## config.mk

```make
export PLATFORM = sky130hd
export DESIGN_NAME = reset_sequencer
export DESIGN_NICKNAME = d
export VERILOG_FILES = /design/src/rtl/reset_sequencer.sv
export SDC_FILE = /design/constraint.sdc
export NUM_CORES = 1
export LEC_CHECK = 0
export CAP_MARGIN = 30
export CORE_ASPECT_RATIO = 1.2
export CORE_MARGIN = 5
export CORE_UTILIZATION = 55
export CTS_CLUSTER_DIAMETER = 30
export DETAILED_ROUTE_END_ITERATION = 8
export PLACE_DENSITY = 0.75
export SYNTH_ARGS = -nofsm -noshare
export SYNTH_HDL_FRONTEND = slang
export SYNTH_SLANG_ARGS = --single-unit
```

## constraint.sdc

```tcl
create_clock -name clk -period 3.05 [get_ports clk]
set_clock_uncertainty 0.1 [all_clocks]
set_input_delay 0.4575 -clock clk [delete_from_list [all_inputs] [get_ports clk]]
set_output_delay 0.4575 -clock clk [all_outputs]
set_load 0.01 [all_outputs]
```

## src/rtl/reset_sequencer.sv

```systemverilog
// Multi-channel reset sequencer: POR plus per-source requests select channels, hold them in reset,
// then release them in ascending order with a fixed stagger. Outputs drive downstream async resets.
module reset_sequencer #(
  parameter int unsigned Channel_Count  = 4,
  parameter int unsigned Source_Count   = 2,
  parameter int unsigned Delay_Cycles   = 1024,
  parameter int unsigned Assert_Cycles  = 8,
  parameter int unsigned Stagger_Cycles = 16,
  parameter int unsigned Sync_Stages    = 2,
  parameter int unsigned Buffer_Stages  = 4
) (
  input  logic                                    clk,
  input  logic                                    async_rst_n,
  input  logic [Source_Count-1:0]                 rst_req,
  input  logic [Source_Count*Channel_Count-1:0]   rst_mask,
  output logic [Channel_Count-1:0]                chan_rst,
  output logic                                    busy,
  output logic                                    done,
  output logic [$clog2(Source_Count+1)-1:0]       cause
);

  localparam int unsigned CauseW = $clog2(Source_Count + 1);
  localparam int unsigned MaxDA  = (Delay_Cycles > Assert_Cycles) ? Delay_Cycles : Assert_Cycles;
  localparam int unsigned MaxCyc = (MaxDA > Stagger_Cycles) ? MaxDA : Stagger_Cycles;
  localparam int unsigned CntW   = $clog2(MaxCyc + 1);
  localparam int unsigned PtrW   = (Channel_Count > 1) ? $clog2(Channel_Count) : 1;

  typedef enum logic [1:0] {ST_IDLE, ST_DELAY, ST_ASSERT, ST_RELEASE} state_t;

  state_t                     state;
  logic [Channel_Count-1:0]   active_mask;
  logic [Channel_Count-1:0]   pending_mask;
  logic [CauseW-1:0]          pending_cause;
  logic [PtrW-1:0]            chan_ptr;
  logic [CntW-1:0]            cnt;
  logic [Channel_Count-1:0]   rst_int;

  logic [Source_Count-1:0]    sync_q [Sync_Stages];
  logic [Source_Count-1:0]    sync_prev;
  logic [Source_Count-1:0]    req_edge;
  logic [Channel_Count-1:0]   out_pipe [Buffer_Stages];

  logic [Channel_Count-1:0]   eff_mask;
  logic [CauseW-1:0]          eff_cause;
  logic                       eff_any;
  logic [Channel_Count-1:0]   pend_mask_nxt;
  logic [CauseW-1:0]          pend_cause_nxt;
  logic [CntW-1:0]            slot_last;
  logic [PtrW-1:0]            next_ptr;

  // Synchroniser presets to 1 so a request held high through POR yields no edge
  always_ff @(posedge clk or negedge async_rst_n) begin
    if (!async_rst_n) begin
      for (int i = 0; i < int'(Sync_Stages); i++) sync_q[i] <= '1;
      sync_prev <= '1;
      req_edge  <= '0;
    end else begin
      sync_q[0] <= rst_req;
      for (int i = 1; i < int'(Sync_Stages); i++) sync_q[i] <= sync_q[i-1];
      sync_prev <= sync_q[Sync_Stages-1];
      req_edge  <= sync_q[Sync_Stages-1] & ~sync_prev;
    end
  end

  // Effective sources: an edge from a source with an empty mask is ignored
  always_comb begin
    eff_mask  = '0;
    eff_cause = '0;
    eff_any   = 1'b0;
    for (int s = int'(Source_Count) - 1; s >= 0; s--) begin
      if (req_edge[s] && (|rst_mask[s*Channel_Count +: Channel_Count])) begin
        eff_mask  = eff_mask | rst_mask[s*Channel_Count +: Channel_Count];
        eff_cause = CauseW'(s);
        eff_any   = 1'b1;
      end
    end
  end

  always_comb begin
    pend_mask_nxt  = pending_mask | eff_mask;
    pend_cause_nxt = pending_cause;
    if (eff_any && ((pending_mask == '0) || (eff_cause < pending_cause)))
      pend_cause_nxt = eff_cause;
    slot_last = active_mask[chan_ptr] ? CntW'(Stagger_Cycles - 1) : '0;
    next_ptr  = chan_ptr + PtrW'(1);
  end

  always_ff @(posedge clk or negedge async_rst_n) begin
    if (!async_rst_n) begin
      state         <= ST_ASSERT;
      active_mask   <= '1;
      pending_mask  <= '0;
      pending_cause <= '0;
      chan_ptr      <= '0;
      cnt           <= '0;
      rst_int       <= '1;
      busy          <= 1'b1;
      done          <= 1'b0;
      cause         <= CauseW'(Source_Count);
    end else begin
      done <= 1'b0;
      case (state)
        ST_IDLE: begin
          if (eff_any) begin
            active_mask <= eff_mask;
            cause       <= eff_cause;
            cnt         <= '0;
            busy        <= 1'b1;
            state       <= ST_DELAY;
          end
        end
        ST_DELAY: begin
          active_mask <= active_mask | eff_mask;
          if (cnt == CntW'(Delay_Cycles - 1)) begin
            rst_int <= rst_int | active_mask | eff_mask;
            cnt     <= '0;
            state   <= ST_ASSERT;
          end else begin
            cnt <= cnt + CntW'(1);
          end
        end
        ST_ASSERT: begin
          pending_mask  <= pend_mask_nxt;
          pending_cause <= pend_cause_nxt;
          if (cnt == CntW'(Assert_Cycles - 1)) begin
            if (active_mask[0]) rst_int[0] <= 1'b0;
            chan_ptr <= '0;
            cnt      <= '0;
            state    <= ST_RELEASE;
          end else begin
            cnt <= cnt + CntW'(1);
          end
        end
        ST_RELEASE: begin
          pending_mask  <= pend_mask_nxt;
          pending_cause <= pend_cause_nxt;
          if (cnt == slot_last) begin
            cnt <= '0;
            if (chan_ptr == PtrW'(Channel_Count - 1)) begin
              // Requests seen up to and including this cycle chain straight into a new sequence
              done         <= 1'b1;
              pending_mask <= '0;
              if (pend_mask_nxt != '0) begin
                active_mask <= pend_mask_nxt;
                cause       <= pend_cause_nxt;
                state       <= ST_DELAY;
              end else begin
                active_mask <= '0;
                busy        <= 1'b0;
                state       <= ST_IDLE;
              end
            end else begin
              if (active_mask[next_ptr]) rst_int[next_ptr] <= 1'b0;
              chan_ptr <= next_ptr;
            end
          end else begin
            cnt <= cnt + CntW'(1);
          end
        end
        default: state <= ST_IDLE;
      endcase
    end
  end

  // Output buffer chain, preset so every stage is in reset during POR
  always_ff @(posedge clk or negedge async_rst_n) begin
    if (!async_rst_n) begin
      for (int i = 0; i < int'(Buffer_Stages); i++) out_pipe[i] <= '1;
    end else begin
      out_pipe[0] <= rst_int;
      for (int i = 1; i < int'(Buffer_Stages); i++) out_pipe[i] <= out_pipe[i-1];
    end
  end

  assign chan_rst = out_pipe[Buffer_Stages-1];

endmodule

```

# After elaboration in Yosys (flattened, before gate mapping)
# Index checks and enable logic that the tools add are counted.
[totals]
in_bits = 12
ff_bits = 57
out_inout_bits = 8
[op_classes]
bitwise_logic = 9
muxes = 59
addsub = 2
order_cmp = 4
reduce_logical = 23
n_eq_ne = 17
[ops]
columns = ["operator", "n"]
rows = [
  ["4-bit two-way mux", 13],
  ["11-bit two-way mux", 4],
  ["11-bit one-hot mux with 4 select lines", 1],
  ["2-bit two-way mux", 14],
  ["2-bit != test (second input constant)", 10],
  ["4-bit OR", 5],
  ["5-bit AND reduction", 4],
  ["1-bit two-way mux", 16],
  ["4-bit one-hot mux with 3 select lines", 1],
  ["11-bit by 1-bit adder with 11-bit output (second input constant)", 1],
  ["11-bit by 10-bit equality test with 1-bit output (second input constant)", 1],
  ["11-bit by 3-bit equality test with 1-bit output (second input constant)", 1],
  ["11-bit by 4-bit equality test with 1-bit output", 1],
  ["2-bit one-hot mux with 2 select lines", 2],
  ["2-bit one-hot mux with 4 select lines", 1],
  ["4-bit one-hot mux with 2 select lines", 1],
  ["4-bit AND reduction", 2],
  ["4-bit OR reduction", 2],
  ["7-bit AND reduction", 1],
  ["2-bit equality test (second input constant)", 3],
  ["2-bit by 3-bit < comparator with 1-bit output (second input constant)", 2],
  ["3-bit one-hot mux with 2 select lines", 1],
  ["2-bit nonzero test", 3],
  ["3-bit nonzero test", 2],
  ["other kinds (18)", 22],
]

# Logic depth before layout (Yosys ltp)
[depth]
depth_word = 12
mapped_depth = 8
mapped_depth_nobuf = 7

# Worst setup path after synthesis
# No wires, ideal clock.
[synth_path]
kind = "register to register"
start = "reg cnt[5]"
end = "reg cnt[3]"
period_less_slack_ns = 2.299
path_stages_with_launch = 7
setup_time_ns = 0.126
path_buffers = 1
required_ns = 2.824
arrival_ns = 2.073
path_slack_ns = 0.751
path_cell_list = "dfrtp_1 or4_4 o41a_4 nor2b_4 buf_6 a21oi_4 a221o_1"
[synth_via]
elab_chain_len = 3
[synth_rtl]
columns = ["item", "line", "text"]
rows = [
  ["start: declaration", "35", "logic [CntW-1:0] cnt;"],
  ["start signal: assignment", "119", "cnt <= cnt + CntW'(1);"],
  ["start signal: assignment", "131", "cnt <= cnt + CntW'(1);"],
  ["start signal: assignment", "157", "cnt <= cnt + CntW'(1);"],
  ["11-bit by 4-bit equality test with 1-bit output, or another cell as far along", "137", "if (cnt == slot_last) begin"],
  ["11-bit two-way mux, on equally long branches", "137, 114, 125", ""],
  ["11-bit one-hot mux with 4 select lines *", "102", "case (state)"],
]
# Every way passes the cells marked *; elsewhere a longest branch is shown, timed or not.
# A chain may end at the register's enable or synchronous reset.

# Worst setup path after layout
# Same ends and word-level chain as after synthesis.

==> summary by stage <==
Timing
Setup violations remaining at the end of the flow were counted as 0. Static timing analysis puts the maximum clock frequency at 401 MHz. Setup repair after global routing left no endpoint under its margin.

The count of endpoints failing hold in the final timing report was 0. Dividing the final minimum period by the clock period gives 0.818. The worst slew margin relative to its limit is 0.548. The number of pins exceeding their max-slew limit in the final report is 0. At the pin with the least slew margin, the transition time is 675 ps. For the final routed database, the setup TNS stands at 0 ps. The final worst hold slack is 59.5 ps. For the finished layout, the period the worst path requires is 2490 ps.

Clocking
TritonCTS built the clock tree. The clock slew seen by the registers of the worst setup and hold paths is 70 ps. The hold buffer count at CTS is 0. The number of setup buffers added after CTS is 0. The post-CTS resize count is 0.

The CTS root buffer is clkbuf_8. In this run the deepest clock path goes through 2 buffers. The clock sink total is 57.

The latest clock arrival within the worst-skew pair is 330 ps. The H-tree was split into 3 levels. The number of buffers created by CTS is 9.

Logic synthesis
The flip-flop and latch count after synthesis is 57. Counting every instance in the synthesized netlist gives 254. Yosys attributes the largest share of cell area to dfstp_2 (30%), dfrtp_1 (21%), ha_1 (5.3%). The commonest cells after synthesis are dfstp_2 (33), dfrtp_1 (24), nand2_1 (21). The cell type with the largest total area after synthesis is dfstp_2. The count of flip-flops with a built-in enable after synthesis is 0. Yosys printed 0 warnings.

The share of the Yosys chip area taken by registers is 0.515. The most common flop cell mapped by yosys is dfstp_2. By instance count, the leading cell after synthesis is dfstp_2.

When the netlist entered floorplanning its net count stood at 278. Averaged over all synthesized cells, the footprint is 11.2 um^2. In this run the cell area of the synthesized design comes to 2850 um^2. The async set-reset flop share out of synthesis is 1.00. The fraction of synthesized cell area taken by the top area cell type is 0.304. The number of unique standard cell types used by synthesis is 57.

Pwr
The power density of the placed cells is 887 nW/um^2. Of the total power, the clock network draws 0.253. The worst ir drop on vdd is 0.466 mV. The leakage power is 1.40 nW. The reported net switching power is 1.04 mW. The switching part of the total is 0.354.

Of the total power, registers draw 0.370. The share of total power dissipated in combinational logic is 0.376. The cell internal power dissipation is 1.89 mW.

Placement
The HPWL after detailed placement is 3940 um. The final weighted congestion in routability-driven placement is 0.844. The count of input and output buffers is 19.

Global route
The total overflow left after global routing is 0. For this run, the total global-route usage over all layers was measured as 0.186. The via count of the first global-routing pass is 1961. The first-pass GRT wire length is 9330 um. The maximum number of pins on one net before global-route repair is 33. The number of antenna violations at the first check in global routing is 0.

Setup path
The arrival time at the worst endpoint is 2610 ps. For flop-to-flop paths, the worst setup slack is 560 ps. The sort of element at the end of the critical path is a flip-flop. The cell at the slowest stage of the critical path is or4_4. On the worst path, the slowest cell contributes a delay of 580 ps. The critical setup path kind is flip-flop to flip-flop. The required time of the critical path is 3170 ps. The highest fanout seen on the critical path is 8. The startpoint kind of the worst setup timing path is a flip-flop. Traced cell by cell, the critical path runs through or4_4 > o41a_4 > nor2b_4 > a21oi_4 > a221o_1.

Layout
The antenna diode instance count is 0. The net count of the finished layout is 302. Once layout is complete, the utilization of the core stands at 0.662. In the final layout, the share of cells above drive strength 1 is 0.251.

The synthesis-to-finish area growth is 15.7%.

Floorplanning
The floorplan die height is 88.8 um. The core area is 4970 um^2. 20 I/O pins were placed. The initial utilization of the core area, before any placement, comes to 0.572. The area of the die is 6720 um^2. The overall die width is 75.7 um. The count of standard-cell rows is 28.

Routing
In this run the remaining antenna-violating nets after routing total 0. The detailed-route wire length per cell is 15.6 um. The total wirelength of the detailed-routed design is 5350 um.

The first TritonRoute pass finished after 4 iterations. The total number of vias is 1982. The detail-routed via count per cell is 5.78.

The initial DRC count is 128. After detailed routing, the number of remaining DRC violations is 0.

Run status
The flow ran to the end, and the final reports show no timing, DRC or antenna violations.

Run
The total of max-cap violations is 0.

Worst hold path
The path class of the lowest-slack min-delay path is primary input to async pin.
==> cells in the final DEF, fill, tap and decap left out, types with 4 or more instances in the layout <==
master,netlist,routed
dfstp_2,33,33
dfrtp_1,24,24
nand2_1,21,21
nor2_1,19,19
clkdlybuf4s50_1,0,18
ha_1,12,12
o21ai_1,11,11
inv_1,10,10
clkbuf_8,0,10
a22o_1,7,7
a21oi_1,7,7
and2_1,7,7
buf_4,4,6
nor3_1,5,5
nand3_1,5,5
nand2b_1,5,5
a2111oi_0,5,5
a221o_1,5,5
o21ai_0,4,4
mux2i_1,4,4
a22oi_1,4,4
==> flip-flops by register name, indices dropped and copies added, names as in the netlist, 4 cells and up <==
| name | flops |
|---|---|
| cnt | 11 |
| pending_mask | 4 |
| chan_rst | 4 |
| active_mask | 4 |
| rst_int | 4 |
| sync_q | 4 |
| out_pipe | 12 |
==> power groups by stage <==
| stage | sequential (mW) | combinational, mW | clock [mW] |
|---|---|---|---|
| floorplan | 1.06 | 0.874 | 0 |
| global placement | 1.09 | 1.08 | 0 |
| detailed placement | 1.09 | 1.10 | 0 |
| CTS | 1.08 | 1.10 | 0.761 |
| global route | 1.10 | 1.21 | 0.795 |
| finish | 1.08 | 1.10 | 0.740 |
==> metrics by stage <==
step	total power, mW	setup slack (ps)	instance area, um^2	std cells
floorplan	1.93	751	2850	254
global placement	2.16	506	3080	327
detailed placement	2.19	463	3080	327
CTS	2.94	569	3300	343
global route	3.11	377	3300	343
finish	2.92	556	3300	343
==> path summary, 6_finish.rpt <==
kind                                  start      endpoint  depth (start not counted)
worst min register to register  out_pipe[6]   chan_rst[2]                          0
worst max register to register       cnt[5]        cnt[3]                          5
worst max-delay path                 cnt[5]        cnt[3]                          5
max in group asynchronous       async_rst_n  sync_prev[0]                          2
min in group clk                out_pipe[6]   chan_rst[2]                          0
worst min-delay path            async_rst_n   chan_ptr[1]                          1
==> per-layer routing <==
metal	up-vias	wire, um	global-route usage
met5	-	0	0
met4	0	114	0.0874
met3	12	209	0.0477
met2	49	2640	0.302
met1	940	2380	0.228
li1	981	-	-
==> worst max-delay path, delay by kind of cell (launching register included) <==
family | cells | cell delay, ps
simple gates | 2 | 850
compound gates | 3 | 960
flops | 1 | 460
==> final cells by class <==
type	instances	area [um^2]
Clock buffer	12	166
Inverter	11	41.3
Tap cell	60	75.1
Clock inverter	4	47.5
Multi-Input combinational cell	174	1270
Fill cell	377	1680
Sequential cell	57	1470
Timing Repair Buffer	25	230
==> cells by family (layout without fill, tap and decap cells) <==
kind of cell	after synthesis	in the layout	synth area share
buffers and inverters	23	52	0.0395
muxes	10	10	0.0479
DFF	57	57	0.515
xor gates and xnor gates	1	1	0.00308
and+or+nand+nor	85	85	0.162
adders and majority gates	12	12	0.0527
AOI/OAI and AO/OA	66	66	0.179
Note: power is estimated with default switching activity, not from simulation.
